--- src/rtl/frame_buf_ring.sv ---
// Single-clock N-frame ring address generator for an external-memory frame buffer.
// Writer fills whole frames and reader drains whole frames, with a stall or drop-oldest overflow policy.
module frame_buf_ring #(
    parameter int ADDR_WIDTH  = 29,
    parameter int BASE_ADDR   = 2,
    parameter int BUF_SIZE    = 500,
    parameter int NUM_FRAMES  = 2,
    parameter int DROP_OLDEST = 0,
    localparam int CW = $clog2(NUM_FRAMES + 1)
) (
    input  logic                  clk,
    input  logic                  reset,
    input  logic                  wr_en_in,
    input  logic                  rd_en_in,
    input  logic                  wr_rdy,
    input  logic                  rd_rdy,
    output logic                  wr_en,
    output logic                  rd_en,
    output logic [ADDR_WIDTH-1:0] wr_addr,
    output logic [ADDR_WIDTH-1:0] rd_addr,
    output logic                  wr_frame_done,
    output logic                  rd_frame_done,
    output logic                  overflow,
    output logic [CW-1:0]         frames_avail
);

    localparam int FW = ($clog2(NUM_FRAMES) > 1) ? $clog2(NUM_FRAMES) : 1;
    localparam int WW = ($clog2(BUF_SIZE) > 1) ? $clog2(BUF_SIZE) : 1;

    localparam logic [0:0] W_IDLE = 1'b0;
    localparam logic [0:0] W_FILL = 1'b1;
    localparam logic [0:0] R_IDLE = 1'b0;
    localparam logic [0:0] R_READ = 1'b1;

    localparam logic [ADDR_WIDTH-1:0] BASE         = ADDR_WIDTH'(BASE_ADDR);
    localparam logic [ADDR_WIDTH-1:0] FRAME_STRIDE = ADDR_WIDTH'(BUF_SIZE);
    localparam logic [WW-1:0]         LAST_WORD    = WW'(BUF_SIZE - 1);
    localparam logic [FW-1:0]         LAST_FRAME   = FW'(NUM_FRAMES - 1);
    localparam logic [CW-1:0]         FULL         = CW'(NUM_FRAMES);

    logic [0:0]            w_state_q, w_state_d;
    logic [0:0]            r_state_q, r_state_d;
    logic [FW-1:0]         wr_frame_q, wr_frame_d;
    logic [FW-1:0]         rd_frame_q, rd_frame_d;
    logic [ADDR_WIDTH-1:0] wr_addr_q, wr_addr_d;
    logic [ADDR_WIDTH-1:0] rd_addr_q, rd_addr_d;
    logic [WW-1:0]         wr_word_q, wr_word_d;
    logic [WW-1:0]         rd_word_q, rd_word_d;
    logic [CW-1:0]         avail_q, avail_d;

    logic wr_beat, rd_beat, wr_last, rd_last, full, drop;

    assign wr_en   = ~((w_state_q == W_FILL) & ~wr_en_in);
    assign rd_en   = ~((r_state_q == R_READ) & ~rd_en_in);
    assign wr_beat = ~wr_en & wr_rdy;
    assign rd_beat = ~rd_en & rd_rdy;
    assign wr_last = wr_beat & (wr_word_q == LAST_WORD);
    assign rd_last = rd_beat & (rd_word_q == LAST_WORD);
    assign full    = (avail_q == FULL);

    // A drop only happens when the reader is idle and not asking to start, so the reader always wins.
    assign drop = (DROP_OLDEST != 0) && (w_state_q == W_IDLE) && !wr_en_in && full
                  && (r_state_q == R_IDLE) && rd_en_in;

    assign wr_addr       = wr_addr_q;
    assign rd_addr       = rd_addr_q;
    assign wr_frame_done = wr_last;
    assign rd_frame_done = rd_last;
    assign overflow      = drop;
    assign frames_avail  = avail_q;

    always_comb begin
        w_state_d  = w_state_q;
        wr_frame_d = wr_frame_q;
        wr_addr_d  = wr_addr_q;
        wr_word_d  = wr_word_q;
        case (w_state_q)
            W_IDLE: begin
                if (!wr_en_in && (!full || drop)) begin
                    w_state_d = W_FILL;
                end
            end
            default: begin
                if (wr_last) begin
                    w_state_d  = W_IDLE;
                    wr_word_d  = '0;
                    wr_frame_d = (wr_frame_q == LAST_FRAME) ? '0 : wr_frame_q + FW'(1);
                    wr_addr_d  = (wr_frame_q == LAST_FRAME) ? BASE : wr_addr_q + ADDR_WIDTH'(1);
                end else if (wr_beat) begin
                    wr_word_d = wr_word_q + WW'(1);
                    wr_addr_d = wr_addr_q + ADDR_WIDTH'(1);
                end
            end
        endcase
    end

    // Dropping the oldest frame advances the read pointer a whole frame while the reader sits idle.
    always_comb begin
        r_state_d  = r_state_q;
        rd_frame_d = rd_frame_q;
        rd_addr_d  = rd_addr_q;
        rd_word_d  = rd_word_q;
        case (r_state_q)
            R_IDLE: begin
                if (!rd_en_in && (avail_q != '0)) begin
                    r_state_d = R_READ;
                end else if (drop) begin
                    rd_frame_d = (rd_frame_q == LAST_FRAME) ? '0 : rd_frame_q + FW'(1);
                    rd_addr_d  = (rd_frame_q == LAST_FRAME) ? BASE : rd_addr_q + FRAME_STRIDE;
                end
            end
            default: begin
                if (rd_last) begin
                    r_state_d  = R_IDLE;
                    rd_word_d  = '0;
                    rd_frame_d = (rd_frame_q == LAST_FRAME) ? '0 : rd_frame_q + FW'(1);
                    rd_addr_d  = (rd_frame_q == LAST_FRAME) ? BASE : rd_addr_q + ADDR_WIDTH'(1);
                end else if (rd_beat) begin
                    rd_word_d = rd_word_q + WW'(1);
                    rd_addr_d = rd_addr_q + ADDR_WIDTH'(1);
                end
            end
        endcase
    end

    always_comb begin
        avail_d = avail_q;
        case ({wr_last, rd_last | drop})
            2'b10:   avail_d = avail_q + CW'(1);
            2'b01:   avail_d = avail_q - CW'(1);
            default: avail_d = avail_q;
        endcase
    end

    always_ff @(posedge clk or negedge reset) begin
        if (!reset) begin
            w_state_q  <= W_IDLE;
            r_state_q  <= R_IDLE;
            wr_frame_q <= '0;
            rd_frame_q <= '0;
            wr_addr_q  <= BASE;
            rd_addr_q  <= BASE;
            wr_word_q  <= '0;
            rd_word_q  <= '0;
            avail_q    <= '0;
        end else begin
            w_state_q  <= w_state_d;
            r_state_q  <= r_state_d;
            wr_frame_q <= wr_frame_d;
            rd_frame_q <= rd_frame_d;
            wr_addr_q  <= wr_addr_d;
            rd_addr_q  <= rd_addr_d;
            wr_word_q  <= wr_word_d;
            rd_word_q  <= rd_word_d;
            avail_q    <= avail_d;
        end
    end

endmodule

--- config.mk ---
export PLATFORM = sky130hd
export DESIGN_NAME = frame_buf_ring
export DESIGN_NICKNAME = d
export VERILOG_FILES = /design/src/rtl/frame_buf_ring.sv
export SDC_FILE = /design/constraint.sdc
export NUM_CORES = 1
export LEC_CHECK = 0
export CORE_MARGIN = 2
export CORE_UTILIZATION = 49
export DETAILED_ROUTE_END_ITERATION = 12
export PLACE_DENSITY = 0.75
export REMOVE_ABC_BUFFERS = 1
export SYNTH_ARGS = -nofsm -noshare
export SYNTH_HDL_FRONTEND = slang
export SYNTH_SLANG_ARGS = --single-unit
--- constraint.sdc ---
create_clock -name clk -period 2.1 [get_ports clk]
set_input_delay 0.525 -clock clk [delete_from_list [all_inputs] [get_ports clk]]
set_output_delay 0.525 -clock clk [all_outputs]
set_load 0.005 [all_outputs]
==> results of run 1 <==
==> how the worst max path moves through the flow <==
| stage | cells after the start | endpoint | slack (ps) | startpoint |
|---|---|---|---|---|
| floorplan | 6 | frames_avail[1] | -360 | wr_en_in |
| global placement | 5 | wr_addr[13] | -490 | wr_en_in |
| detailed placement | 5 | wr_addr[13] | -540 | wr_en_in |
| CTS | 5 | rd_addr[16] | 10 | rd_addr[1] |
| global route | 5 | rd_addr[21] | -20 | rd_addr[8] |
| finish | 2 | rd_addr[1] | 50 | rd_addr[1] |
==> kinds of logic after synthesis <==
family	Yosys count	synth area share
simple gates	237	0.3029
flops	82	0.4674
compound gates	70	0.09479
buf+inv	38	0.03558
xor+xnor	32	0.06376
mux	9	0.02050
fa+ha+maj	5	0.01423
other cells	1	0.0008532
==> stage by stage <==
stage / cell area (um^2) / util / cells / setup TNS, ps
global route: 5773 / 0.6620 / 700 / -17.93
finish: 5773 / 0.6620 / 700 / 0
detailed placement: 5553 / 0.6367 / 679 / -17180
CTS: 5729 / 0.6570 / 698 / 0
floorplan: 4288 / - / 449 / -8366
global placement: 5553 / 0.6367 / 679 / -15400
==> metal layers <==
metal | wire length (um) | track usage
met4 | 154 | 0.07587
met5 | 0 | 0
met1 | 5003 | 0.3146
met3 | 498 | 0.04681
met2 | 5309 | 0.3736
==> power by group through the flow <==
| stage | Sequential (uW) | Clock (uW) | Combinational (uW) |
|---|---|---|---|
| floorplan | 1970 | 0 | 282 |
| global placement | 1900 | 0 | 847 |
| detailed placement | 1920 | 0 | 870 |
| CTS | 1880 | 1030 | 888 |
| global route | 1910 | 1090 | 987 |
| finish | 1890 | 1010 | 887 |
==> worst reg2reg max path: cells and delay by family, from the launching register on <==
kind	cells	cell delay (ps)
compound gates	1	150
flops	1	560
simple gates	3	1240
==> state kept, by name, summed over array words and instances, names as in the netlist <==
name / count
wr_word_q: 9
frames_avail: 2
wr_addr: 29
r_state_q: 1
w_state_q: 1
rd_frame_q: 1
rd_addr: 29
rd_word_q: 9
wr_frame_q: 1
==> Yosys cell counts, drive strengths merged (14+ instances only) <==
master  number  area share
o21ai       15       0.017
nand3       24       0.027
nor4        15       0.021
nor2        44       0.038
nand4       20       0.032
or4         17       0.030
xnor2       18       0.036
xor2        14       0.028
clkbuf      20       0.017
dfrtp       80        0.46
nand2       45       0.038
a21oi       32       0.036
==> timing repair <==
item / CTS / global route
resized for setup: 10 / 11
pin swaps: 4 / 3
setup buffers: 4 / 2
endpoints found under the setup margin: 21 / 16
==> area by class of cell <==
cell class,count,area share
Tap cell,108,0.02341
Timing Repair Buffer,127,0.2000
Inverter,13,0.008453
Clock inverter,5,0.005635
Sequential cell,82,0.3561
Clock buffer,11,0.02276
Multi-Input combinational cell,354,0.3836
==> impl_metrics.tcl, run 1 <==
set metrics [dict create \
    synth_area_um2 4395 \
    syn2layout_area_growth_pct 31.34 \
    cts_hold_buf 0 \
    ir_worst_vdd_uv 383.6 \
    hold_ws_ps 134.8 \
    cts-root-buf "clkbuf_8" \
    avgSynthCellArea_um2 9.273 \
    postSynthCellCount 474 \
    vias 4042 \
    grt_usage 0.2312 \
    htree_levels 3 \
    postRouteAntennaNets 0 \
    worstPathArrival_ps 1530 \
    synth_warnings 0 \
    finalHoldViolCount 0 \
    cts_inserted_buffers 9 \
    port_buffers 69 \
    hold_class "input port to async pin" \
    core_area_um2 8721 \
    clkTransAtPathRegs_ps 80 \
    fin_crit_ps 2050 \
    total_power_uw 3783 \
    critPathBufInv 2 \
    timing.fmax_mhz 487.7 \
    async_flop_share 1.000 \
    worst_slew_pin_slew_ps 515.0 \
    synth_edf_count 0 \
    power.switching_uw 1140 \
    seq_area_um2 2056 \
    dpl.hpwl_mm 7.739 \
    seq_area_frac_synth 0.4674 \
    crit_required_ps 1570 \
    ys_ff_latch 82 \
    seq_power_share 0.500 \
    fin_crit_sh 0.9763 \
    pwr-share-clk 0.266 \
    r2r_slack_ps 80 \
    fin_skew_ps 13.95 \
    r2r_start "wr_addr[1]" \
    layout_commonest_cell "dfrtp_1" \
    drc 0 \
    worst_slack_ps 49.68 \
    cellInternalPower_uw 2643 \
    p_sw_frac 0.3013 \
    status "completed" \
    cts_tree "done" \
    cp-start-kind "flop" \
    layout-drive-gt1-share 0.1537 \
    clock_latency_ps 360 \
    initial_core_util 0.5040 \
    synth-main-ff-cell "dfrtp_1" \
    fp-row-count 34 \
    ys_types 44 \
    combPwrFrac 0.234 \
    critPathMaxFanout 6 \
    leakage_uw 0.002404 \
    path_delay_family "buffers and inverters" \
    clk_path_buf_depth 2 \
    diodes 0 \
    wl_per_cell_um 15.66 \
    first_global_vias 3854 \
    final_cell_mix "dfrtp_1 (79), clkdlybuf4s50_1 (62), buf_4 (54)" \
    gp_congestion 0.8597 \
    power_density_nw_per_um2 655.2 \
    io_pins 71 \
    multiInputGateArea_um2 2215 \
    wl_mm 10.97 \
    grt_pass1_wl_mm 18.47 \
    via_per_inst 5.774 \
    antenna_found_initial 0 \
    r2r-end "wr_addr[13]" \
    setup_viol 0 \
    clock-sinks 82 \
    nNetsFinal 598 \
    maxCapViolCount 0 \
    final_max_slew_viol_count 0 \
    fillers 671 \
    die_x_um 98.71 \
    drt-pass1-iter-count 5 \
    dp_slack_ps -543.1 \
    slowest_stage "dfstp_2" \
    grt_max_degree 38 \
    crit_type "flop to output port" \
    setup.worst_path.end_class "output port" \
    slew_headroom 0.6535 \
    critPathMaxStageDelay_ps 540 \
    drt_iter0_drc 221 \
    die-height_um 98.71 \
    grt-ovfl-total 0 \
    dieArea_um2 9744 \
    r2r_cells 4 \
    cp_cell_sequence "buf_4 > clkdlybuf4s50_1" \
]
No activity file was read; power rests on OpenSTA's default activity.
==> inputs of run 2 (changes only) <==
--- a/config.mk
+++ b/config.mk
@@ -5,6 +5,7 @@
 export SDC_FILE = /design/constraint.sdc
 export NUM_CORES = 1
 export LEC_CHECK = 0
+export CAP_MARGIN = 20
 export CORE_MARGIN = 2
 export CORE_UTILIZATION = 49
 export DETAILED_ROUTE_END_ITERATION = 12
==> results of run 2 <==
Final layout, timing and power as in run 1 (identical DEF).
==> inputs of run 3 (changes only) <==
==> config.mk (replaced) <==
export PLATFORM = sky130hd
export DESIGN_NAME = frame_buf_ring
export DESIGN_NICKNAME = d
export VERILOG_FILES = /design/src/rtl/frame_buf_ring.sv
export SDC_FILE = /design/constraint.sdc
export NUM_CORES = 1
export LEC_CHECK = 0
export CAP_MARGIN = 25
export CORE_MARGIN = 2
export CORE_UTILIZATION = 50
export DETAILED_ROUTE_END_ITERATION = 12
export PLACE_DENSITY = 0.73
export SYNTH_ARGS = -nofsm -noshare
export SYNTH_HDL_FRONTEND = slang
export SYNTH_SLANG_ARGS = --single-unit
==> constraint.sdc (replaced) <==
create_clock -name clk -period 2.58 [get_ports clk]
set_input_delay 0.645 -clock clk [delete_from_list [all_inputs] [get_ports clk]]
set_output_delay 0.645 -clock clk [all_outputs]
set_load 0.005 [all_outputs]
==> impl_metrics.tcl, run 3 (synthesis results as in run 1) <==
set metrics [dict create \
    status "completed" \
    pwr-share-clk 0.290 \
    setup_viol 0 \
    drt-pass1-iter-count 4 \
    vias 3859 \
    critPathMaxFanout 13 \
    r2r_start "rd_addr[1]" \
    cts_hold_buf 0 \
    setup.worst_path.end_class "flop" \
    path_delay_family "simple AND/OR/NAND/NOR gates" \
    final_area_um2 5537 \
    cp.depth 6 \
    layout-drive-gt1-share 0.09091 \
    syn2layout_area_growth_pct 25.96 \
    dpl.hpwl_mm 7.381 \
    grt_use_met3 0.06156 \
    drc 0 \
    critPathBufInv 2 \
    seq_power_share 0.542 \
    place_area_um2 5358 \
    cp_cell_sequence "clkdlybuf4s50_1 > buf_4 > nand4b_1 > or4_4 > or4_1 > a21oi_1" \
    worstPathArrival_ps 2790 \
    power_density_nw_per_um2 540.3 \
    die-height_um 97.76 \
    gp_congestion 0.8155 \
    worst_slew_pin_slew_ps 692.4 \
    dieArea_um2 9557 \
    power.switching_uw 887.7 \
    r2r_cells 5 \
    wl_mm 10.28 \
    htree_levels 3 \
    cts_tree "done" \
    initial_core_util 0.5090 \
    critPathMaxStageDelay_ps 630 \
    fin_crit_sh 0.9728 \
    port_buffers 69 \
    r2r-end "rd_addr[20]" \
    core_area_um2 8636 \
    total_power_uw 2992 \
    cellInternalPower_uw 2104 \
    first_global_vias 3741 \
    clock_latency_ps 350 \
    postRouteAntennaNets 0 \
    antenna_found_initial 0 \
    fillers 738 \
    seq_area_um2 2054 \
    final_cell_mix "dfrtp_1 (80), clkdlybuf4s50_1 (65), nand2_1 (45)" \
    final_max_slew_viol_count 0 \
    multiInputGateArea_um2 2191 \
    combPwrFrac 0.168 \
    clkTransAtPathRegs_ps 80 \
    drt_iter0_drc 164 \
    timing.fmax_mhz 398.4 \
    finalHoldViolCount 0 \
    fin_skew_ps 12.70 \
    hold_class "input port to async pin" \
    slowest_stage "or4_4" \
    cp-start-kind "input port" \
    io_pins 71 \
    nNetsFinal 567 \
    via_per_inst 5.768 \
    stdcell_count 669 \
    crit_type "input port to flop" \
    p_sw_frac 0.2967 \
    grt-ovfl-total 0 \
    cts-root-buf "clkbuf_8" \
    finalSetupTns_ps 0 \
    fin_util 0.6411 \
    grt_pass1_wl_mm 17.85 \
    leakage_uw 0.002260 \
    die_x_um 97.76 \
    postCtsSetupRepairBufs 0 \
    busiest_layer "met2" \
    clock-sinks 82 \
    fp-row-count 34 \
    use_met2 0.3586 \
    clk_path_buf_depth 2 \
    wl_per_cell_um 15.36 \
    grt_util_met1 0.3152 \
    slew_headroom 0.5341 \
    r2r_slack_ps 350 \
    maxCapViolCount 0 \
    crit_required_ps 2860 \
    grt_usage 0.2264 \
    synth.net_count 485 \
    grt_max_degree 43 \
    ir_worst_vdd_uv 281.1 \
    layout_commonest_cell "dfrtp_1" \
    fin_crit_ps 2510 \
    cts_inserted_buffers 9 \
    place_inst 653 \
    diodes 0 \
    grt_setup_unrepaired "no" \
]
[run 3: cell count changes in the layout (fill, tap and decap cells not counted), sizes merged]
cell           delta
buf              -32
clkdlybuf4s50     +3
clkbuf            +1
clkdlybuf4s15     -1
clkinv            -1
clkinvlp          -1
[run 3: how the worst max path moves through the flow]
stage | to | start
after CTS | wr_frame_done | wr_en_in
after global placement | wr_addr[15] | wr_en_in
final | wr_addr[15] | wr_en_in
after detailed placement | wr_addr[15] | wr_en_in
after global routing | wr_en | wr_en_in
after floorplan | frames_avail[1] | rd_en_in
[run 3: metal layers]
metal  vias to the layer above  wire (um)
met1                      1894       4887
met5                         -          0
met4                         0         63
li1                       1892          -
met2                        69       4861
met3                         4        465
[run 3: through the flow]
stage                     hold WS, ps  worst slack (ps)
after floorplan                 349.4             335.5
after global placement          476.3            -208.6
after detailed placement        492.8            -274.9
after CTS                       283.7             11.56
after global routing            301.3             19.01
final                           275.0             70.10
[run 3: power by group through the flow]
stage / Clock (uW) / Sequential [uW] / Combinational (uW)
2_1_floorplan: 0 / 1600 / 240
3_3_place_gp: 0 / 1630 / 489
3_5_place_dp: 0 / 1640 / 504
4_1_cts: 899 / 1620 / 508
5_1_grt: 959 / 1650 / 564
6_report: 868 / 1620 / 502
[run 3: cell type report]
type	count	area share
Inverter	13	0.008814
Clock buffer	13	0.02870
Clock inverter	3	0.004294
Multi-Input combinational cell	354	0.3957
Timing Repair Buffer	96	0.1670
Tap cell	108	0.02441
Sequential cell	82	0.3711
[run 3: timing repair]
item	CTS	global route
endpoints found under the setup margin	2	1
pin swaps	2	1
gates resized for setup	3	0
